===== src/rtl/filter_window_seq.sv =====
// Frame sequencer for the WINxWIN filter core: fetches each clamped neighbourhood, triggers the core, writes the result.
// Optional macro FILTER_WINDOW_REUSE_EN: within a row, shift the window and fetch only the new right column.
module filter_window_seq #(
    parameter int IMG_W  = 64,
    parameter int IMG_H  = 48,
    parameter int WIN    = 9,
    parameter int PIX_W  = 10,
    parameter int OP_LAT = 4,
    parameter int ADDR_W = 12
) (
    input  logic                     clk,
    input  logic                     rst,
    input  logic                     start,
    output logic                     busy,
    output logic                     done,
    output logic                     rd_en,
    output logic [ADDR_W-1:0]        rd_addr,
    input  logic [PIX_W-1:0]         rd_data,
    output logic [WIN*WIN*PIX_W-1:0] data_bus,
    output logic                     refresh,
    input  logic [PIX_W-1:0]         op_out,
    output logic                     wr_en,
    output logic [ADDR_W-1:0]        wr_addr,
    output logic [PIX_W-1:0]         wr_data
);

    localparam int N_SLOT = WIN * WIN;
    localparam int H      = (WIN - 1) / 2;
    localparam int CNT_W  = $clog2(WIN);
    localparam int K_W    = $clog2(N_SLOT);
    localparam int LAT_W  = $clog2(OP_LAT + 1);
    localparam int CW     = ADDR_W + 1;

    localparam logic [CNT_W-1:0]  C_LAST   = CNT_W'(WIN - 1);
    localparam logic [LAT_W-1:0]  LAT_LAST = LAT_W'(OP_LAT);
    localparam logic [ADDR_W-1:0] X_LAST   = ADDR_W'(IMG_W - 1);
    localparam logic [ADDR_W-1:0] Y_LAST   = ADDR_W'(IMG_H - 1);
    localparam logic [ADDR_W-1:0] IMG_W_A  = ADDR_W'(IMG_W);
    localparam logic [CW-1:0]     H_C      = CW'(H);
    localparam logic [CW-1:0]     XMAX_C   = CW'(IMG_W - 1);
    localparam logic [CW-1:0]     YMAX_C   = CW'(IMG_H - 1);

    typedef enum logic [2:0] {
        S_IDLE, S_FETCH, S_DRAIN, S_REFRESH, S_WAIT, S_WRITE, S_DONE
    } state_t;

    state_t            state_q, state_d;
    logic [ADDR_W-1:0] x_q, x_d, y_q, y_d;
    logic [CNT_W-1:0]  r_q, r_d, c_q, c_d;
    logic              part_q, part_d;
    logic              pend_v_q, pend_v_d;
    logic [K_W-1:0]    pend_k_q, pend_k_d;
    logic [LAT_W-1:0]  lat_q, lat_d;
    logic [PIX_W-1:0]  res_q, res_d;
    logic [PIX_W-1:0]  win_q [N_SLOT];
    logic [PIX_W-1:0]  win_d [N_SLOT];

    // Clamped source coordinate of the slot currently being fetched (edge replication).
    logic [CW-1:0]     sx_sum, sy_sum, sx, sy;
    logic [ADDR_W-1:0] src_addr, pix_addr;

    always_comb begin
        sx_sum = CW'(x_q) + CW'(c_q);
        sy_sum = CW'(y_q) + CW'(r_q);
        if (sx_sum < H_C)                 sx = '0;
        else if (sx_sum - H_C > XMAX_C)   sx = XMAX_C;
        else                              sx = sx_sum - H_C;
        if (sy_sum < H_C)                 sy = '0;
        else if (sy_sum - H_C > YMAX_C)   sy = YMAX_C;
        else                              sy = sy_sum - H_C;
        src_addr = ADDR_W'(sy) * IMG_W_A + ADDR_W'(sx);
        pix_addr = y_q * IMG_W_A + x_q;
    end

    always_comb begin
        data_bus = '0;
        for (int k = 0; k < N_SLOT; k++) data_bus[k*PIX_W +: PIX_W] = win_q[k];
    end

    // NOTE: every always_comb output gets a default first so no path leaves a latch behind.
    always_comb begin
        state_d  = state_q;
        x_d      = x_q;
        y_d      = y_q;
        r_d      = r_q;
        c_d      = c_q;
        part_d   = part_q;
        pend_v_d = 1'b0;
        pend_k_d = pend_k_q;
        lat_d    = lat_q;
        res_d    = res_q;
        win_d    = win_q;
        busy     = (state_q != S_IDLE) && (state_q != S_DONE);
        done     = 1'b0;
        rd_en    = 1'b0;
        rd_addr  = '0;
        refresh  = 1'b0;
        wr_en    = 1'b0;
        wr_addr  = '0;
        wr_data  = '0;

        // A read issued last cycle lands in its slot now (covers the DRAIN cycle too).
        if (pend_v_q) win_d[pend_k_q] = rd_data;

        case (state_q)
            S_IDLE: begin
                if (start) begin
                    state_d = S_FETCH;
                    x_d     = '0;
                    y_d     = '0;
                    r_d     = '0;
                    c_d     = '0;
                    part_d  = 1'b0;
                end
            end
            S_FETCH: begin
                rd_en    = 1'b1;
                rd_addr  = src_addr;
                pend_v_d = 1'b1;
                pend_k_d = K_W'(r_q) * K_W'(WIN) + K_W'(c_q);
                if (c_q == C_LAST) begin
                    c_d = part_q ? C_LAST : '0;
                    if (r_q == C_LAST) state_d = S_DRAIN;
                    else               r_d     = r_q + 1'b1;
                end else begin
                    c_d = c_q + 1'b1;
                end
            end
            S_DRAIN:   state_d = S_REFRESH;
            S_REFRESH: begin
                refresh = 1'b1;
                lat_d   = LAT_W'(1);
                state_d = S_WAIT;
            end
            S_WAIT: begin
                if (lat_q == LAT_LAST) begin
                    res_d   = op_out;
                    state_d = S_WRITE;
                end else begin
                    lat_d = lat_q + 1'b1;
                end
            end
            S_WRITE: begin
                wr_en   = 1'b1;
                wr_addr = pix_addr;
                wr_data = res_q;
                state_d = S_FETCH;
                r_d     = '0;
                c_d     = '0;
                part_d  = 1'b0;
                if (x_q == X_LAST) begin
                    x_d = '0;
                    if (y_q == Y_LAST) state_d = S_DONE;
                    else               y_d     = y_q + 1'b1;
                end else begin
                    x_d = x_q + 1'b1;
`ifdef FILTER_WINDOW_REUSE_EN
                    part_d = 1'b1;
                    c_d    = C_LAST;
                    for (int r = 0; r < WIN; r++)
                        for (int c = 0; c < WIN - 1; c++)
                            win_d[r*WIN + c] = win_q[r*WIN + c + 1];
`endif
                end
            end
            S_DONE: begin
                done    = 1'b1;
                state_d = S_IDLE;
            end
            default: state_d = S_IDLE;
        endcase
    end

    // NOTE: the window register file is reset as well, because data_bus must read 0 out of reset.
    always_ff @(posedge clk or posedge rst) begin
        if (rst) begin
            state_q  <= S_IDLE;
            x_q      <= '0;
            y_q      <= '0;
            r_q      <= '0;
            c_q      <= '0;
            part_q   <= 1'b0;
            pend_v_q <= 1'b0;
            pend_k_q <= '0;
            lat_q    <= '0;
            res_q    <= '0;
            for (int k = 0; k < N_SLOT; k++) win_q[k] <= '0;
        end else begin
            state_q  <= state_d;
            x_q      <= x_d;
            y_q      <= y_d;
            r_q      <= r_d;
            c_q      <= c_d;
            part_q   <= part_d;
            pend_v_q <= pend_v_d;
            pend_k_q <= pend_k_d;
            lat_q    <= lat_d;
            res_q    <= res_d;
            win_q    <= win_d;
        end
    end

endmodule


===== config.mk =====
export PLATFORM = sky130hd
export DESIGN_NAME = filter_window_seq
export DESIGN_NICKNAME = d
export VERILOG_FILES = /design/src/rtl/filter_window_seq.sv
export SDC_FILE = /design/constraint.sdc
export NUM_CORES = 2
export LEC_CHECK = 0
export CORE_AREA = 2 2 342 344
export CTS_BUF_LIST = sky130_fd_sc_hd__clkbuf_2
export CTS_CLUSTER_SIZE = 25
export DETAILED_ROUTE_END_ITERATION = 6
export DIE_AREA = 0 0 344 346
export PLACE_DENSITY = 0.59
export SLEW_MARGIN = 15
export SYNTH_ARGS = -nofsm -noshare
export SYNTH_HDL_FRONTEND = slang
export SYNTH_SLANG_ARGS = --single-unit

===== constraint.sdc =====
create_clock -name clk -period 69.5 [get_ports clk]
set_clock_uncertainty 0.1 [all_clocks]
set_input_delay 10.425 -clock clk [delete_from_list [all_inputs] [get_ports clk]]
set_output_delay 10.425 -clock clk [all_outputs]
set_load 0.03 [all_outputs]

Yosys cells after proc, flatten, opt, wreduce, memory -nomap -nowiden --
Cells that the tools add are included.
Cells by class: $add $sub $neg 12, $mul 1, magnitude comparators 6, eq/ne operators 20, muxes and demuxes 38, bitwise logic cells 1, reductions and logical operators 14
Operator list (number):
- bitwise mux 810 bit | 1
- 2-to-1 mux 12 bit | 8
- demux 10 bit (select 7 bit) | 1
- one-hot mux 12 bit (2 select lines) | 2
- adder 12 x 4 -> 13 bit | 2
- > comparator 13 x 6 -> 1 bit, second input constant | 2
- < comparator 13 x 3 -> 1 bit, second input constant | 2
- subtractor 13 x 3 -> 13 bit, second input constant | 2
- adder 12 x 1 -> 12 bit, second input constant | 2
- adder 12 bit | 2
- equality test 12 x 6 -> 1 bit, second input constant | 2
- one-hot mux 4 bit (3 select lines) | 2
- 2-to-1 mux 3 bit | 7
- 2-to-1 mux 10 bit | 2
- 2-to-1 mux 4 bit | 5
- one-hot mux 3 bit (6 select lines) | 1
- inequality test 2 bit, second input constant | 8
- equality test 3 bit, second input constant | 4
- 2-to-1 mux 6 bit | 2
- AND reduction 4 bit | 3
- adder 4 x 1 -> 4 bit, second input constant | 2
- equality test 4 bit, second input constant | 2
- greater-or-equal comparator 8 bit, second input constant | 1
- < comparator 8 x 1 -> 1 bit, second input constant | 1
- other kinds (15) | 26
Storage, ports and cells: register bits 867, input bits 23, output and inout bits 849, word-level logic and storage cells 183

Depth between registers and ports, before layout --
depth after elaboration 7, depth in mapped cells 20, mapped depth without buffers 20

Worst setup path before layout --
No wires, ideal clock.
path type reg-to-output, start register c_q[0], end output rd_addr[0], data arrival time 3.536 ns, required time 58.975 ns, setup slack 55.439 ns, stages on the path, launching flop included 15, path buffers 1, cell sequence dfrtp_1 -> ha_1 -> fa_1 -> xor2_1 -> inv_1 -> ha_1 -> buf_2 -> nand2b_1 -> nor4_1 -> nor2_1 -> o31ai_1 -> nand4_1 -> a21oi_1 -> a211oi_4 -> a31oi_1
On the way: longest elaborated chain between the ends 7, elaborated cells between the ends (all ways) 8, classes of those cells 3 x add/sub; 2 x order compare; 3 x mux
Ends and longest elaborated chain:
- start: declaration | line 49 | logic [CNT_W-1:0] r_q, r_d, c_q, c_d;
- start signal: assignment | line 181 | c_q <= '0;
- start signal: assignment | line 193 | c_q <= c_d;
- adder 12 x 4 -> 13 bit (*) | line 63 | sx_sum = CW'(x_q) + CW'(c_q);
- subtractor 13 x 3 -> 13 bit | line 67 | else sx = sx_sum - H_C;
- > comparator 13 x 6 -> 1 bit | line 66 | else if (sx_sum - H_C > XMAX_C) sx = XMAX_C;
- 2-to-1 mux 12 bit | line 66
- 2-to-1 mux 12 bit (*) | line 65 | if (sx_sum < H_C) sx = '0;
- adder 12 bit (*) | line 71 | src_addr = ADDR_W'(sy) * IMG_W_A + ADDR_W'(sx);
- 2-to-1 mux 12 bit (*) | line 105 | case (state_q)
- end: declaration | line 17 | output logic [ADDR_W-1:0] rd_addr,
Every way passes the cells marked *; elsewhere a longest branch is shown, timed or not.

Final worst setup path --
start register c_q[0], end output rd_addr[1]
The elaborated chain is that of the path after synthesis.

==> results.py <==
metrics = {
    "global_route": {
        "grt_max_degree": 150,
        "grt_pass1_vias": 24930,
        "antenna_found_initial": 2,
        "grt_pass1_wl_um": 180900,
        "overflow": 0,
        "track_usage": 0.2094,
    },
    "worst_setup_path": {
        "slowest_stage": "clkdlybuf4s50_1",
        "cp.arrival_ns": 6.18,
        "path_class": "reg -> out",
        "critPathMaxStageDelay_ns": 0.78,
        "critPathLaunchType": "register",
        "path_max_fanout": 8,
        "cp_data_required_time_ns": 58.97,
        "cp-end-kind": "output pin",
        "cp_cell_sequence": "ha_1 > fa_1 > xor2_1 > inv_1 > ha_1 > nand2b_1 > nor4_1 > mux2i_1 > mux2i_1 > a31oi_1 > o21bai_1 > a211oi_4 > a31oi_1 > clkdlybuf4s50_1",
    },
    "synth": {
        "syn-cell-area_mm2": 0.03497,
        "yosysWarnings": 0,
        "yosys_register_bits": 866,
        "synthTopCellsByArea": "dfrtp_1 (62%), mux2_2 (26%), ha_1 (1.4%), nand2_1 (1.2%), clkbuf_1 (1.2%)",
        "synth_top_area_share": 0.6197,
        "synth_cell_type_count": 62,
        "yosysTopAreaCell": "dfrtp_1",
        "async_flop_share": 1.000,
        "synth_seq_area_share": 0.6197,
        "synth_ff_type": "dfrtp_1",
        "synth_cells": 2380,
        "synth_edf_count": 0,
        "syn_area_per_cell_um2": 14.69,
    },
    "floorplan": {
        "die_width_um": 344,
        "coreArea_mm2": 0.1154,
        "ioPinCount": 872,
        "dieArea_mm2": 0.1190,
        "die_y_um": 346,
        "initial_core_util": 0.3029,
        "fp-row-count": 125,
    },
    "clocking": {
        "clockBufferDepth": 3,
        "root_buffer": "clkbuf_2",
        "cts_resized": 0,
        "clock_sinks": 866,
        "postCtsSetupRepairBufs": 0,
        "clk_pin_slew_ns": 0.09,
        "clk_latency_ns": 1.50,
        "cts_hold_buf": 0,
        "htreeDepth": 4,
        "cts_buffers": 227,
        "cts_tree": "yes",
    },
    "place": {
        "gp_congestion": 0.8421,
        "dpl-instance-area_mm2": 0.04547,
        "hpwl_um": 88110,
        "port-buffer-count": 871,
    },
    "detailed_routing": {
        "wl_per_cell_um": 25.01,
        "routed_wl_um": 127100,
        "post_drt_via_cell_ratio": 4.752,
        "antenna_left": 0,
        "num_vias": 24160,
        "drc": 0,
        "dr.pass1.iters": 5,
        "drt_iter0_markers": 1061,
    },
    "cells_and_area": {
        "syn_to_final_growth_pct": 36.01,
        "postLayoutCellArea_mm2": 0.04756,
        "layout_commonest_cell": "dfrtp_1",
        "final_cell_mix": "dfrtp_1 (866), clkdlybuf4s50_1 (861), mux2_2 (820)",
        "nFillCells": 11100,
        "drive_above_1_share": 0.3579,
        "nNetsFinal": 3461,
    },
    "timing": {
        "setup_viol": 0,
        "relSlewSlack": 0.2240,
        "drv_slew": 0,
        "fin_setup_tns_ns": 0,
        "worst_pin_slew_ns": 1.155,
        "timing_hold_violations_final": 0,
        "hold_slack_ns": 0.4045,
        "period_needed_ns": 16.70,
        "grt_setup_unrepaired": "false",
        "fmax_mhz": 59.87,
        "period_share": 0.2403,
    },
    "power": {
        "leakage_nw": 20.77,
        "power_density_mw_per_mm2": 47.43,
        "vdd_drop_max_v": 0.00002338,
        "power.total_mw": 2.256,
    },
    "outcome": {
        "status": "finished clean",
    },
    "worst_hold_path": {
        "hold_path_class": "reg -> reg",
    },
    "flow_run": {
        "cap_violations": 0,
    },
}
==> logic make-up after synthesis <==
family | Yosys count | share of synthesized area
AOI/OAI and AO/OA | 137 | 0.02580
adders and majority gates | 44 | 0.01682
xor gates and xnor gates | 42 | 0.01106
buffers and inverters | 158 | 0.01750
and+or+nand+nor | 307 | 0.04365
muxes | 824 | 0.2652
other | 2 | 0.0002148
DFF | 866 | 0.6197
==> flip-flops by register name, indices dropped and copies added (netlist names) <==
name      cells
data_bus    810
c_q           4
y_q          12
lat_q         3
state_q       3
r_q           4
x_q          12
res_q        10
pend_v_q      1
pend_k_q      7
==> where the power goes <==
group / internal, mW / leakage, nW / switching (mW)
Sequential: 0.681 / 10.4 / 0.102
Combinational: 0.464 / 8.72 / 0.645
Clock: 0.149 / 1.60 / 0.215
==> metrics by stage <==
stage                     setup WS [ns]  std cells    util
after floorplan                   34.64       2384       -
after global placement            54.24       4689  0.3939
after detailed placement          54.26       4689  0.3939
after CTS                         52.57       5078  0.4119
after global routing              52.35       5079  0.4120
final                             52.80       5083  0.4120
==> layout make-up <==
cell class / instances / area, um^2 / area share
Antenna cell: 5 / 12.51 / 0.0002631
Sequential cell: 866 / 21670 / 0.4557
Timing Repair Buffer: 910 / 8999 / 0.1892
Multi-Input combinational cell: 1360 / 12780 / 0.2688
Clock buffer: 347 / 1737 / 0.03652
Inverter: 29 / 116.4 / 0.002447
Clock inverter: 42 / 335.3 / 0.007051
Tap cell: 1524 / 1907 / 0.04009
==> per-layer routing <==
metal,track usage,share of wire,wire length [um]
met1,0.2471,0.40,50620
met2,0.3557,0.50,63660
met3,0.05929,0.063,7988
met4,0.08616,0.038,4862
met5,0,0,0
==> synthesized netlist by cell type, types with 3 or more instances <==
master      n
inv_1      27
buf_2       9
nor4_2      5
nand4_1    10
a21oi_1    28
xor2_1     16
xnor2_1    25
o31ai_1     4
a31oi_1    17
dfrtp_1   866
nor2_1     62
buf_1      10
and2_1      6
nand3_1    12
ha_1       39
or3_1       6
a21o_1     13
nor2b_1     9
a32o_1      3
nor3_2      4
nor4_1      4
nand3b_1    3
nor3_1     14
o21ai_0    43
nand2_1   114
clkbuf_1  109
fa_1        5
and3_1     31
mux2i_1     4
nor2_2      5
a211oi_1    4
nor4b_1     3
nand2b_1    8
mux2_2    820
==> path summary, 6_finish.rpt <==
kind	start	end	depth (start not counted)	slack, ns
min in group asynchronous	rst	data_bus[181]$_DFFE_PP0P_	2	9.34
worst min-delay path	data_bus[193]$_DFFE_PP0P_	data_bus[193]$_DFFE_PP0P_	1	0.40
worst min register to register	data_bus[193]$_DFFE_PP0P_	data_bus[193]$_DFFE_PP0P_	1	0.40
max in group asynchronous	rst	data_bus[683]$_DFFE_PP0P_	6	55.86
worst max-delay path	c_q[0]$_DFFE_PP0P_	rd_addr[1]	14	52.80
worst max register to register	x_q[4]$_DFFE_PP0P_	y_q[10]$_DFFE_PP0P_	8	66.26
==> critical path, delay by kind of cell (launching register included) <==
kind                     cells  cell delay (ns)
adder cells (fa/ha/maj)      3             1.03
XOR/XNOR                     1             0.33
AND/OR/NAND/NOR              2             0.80
AO/OA/AOI/OAI                4             0.74
flip-flops                   1             0.47
buffers and inverters        2             0.86
multiplexers                 2             0.45
Power figures use the tool's default switching activity.
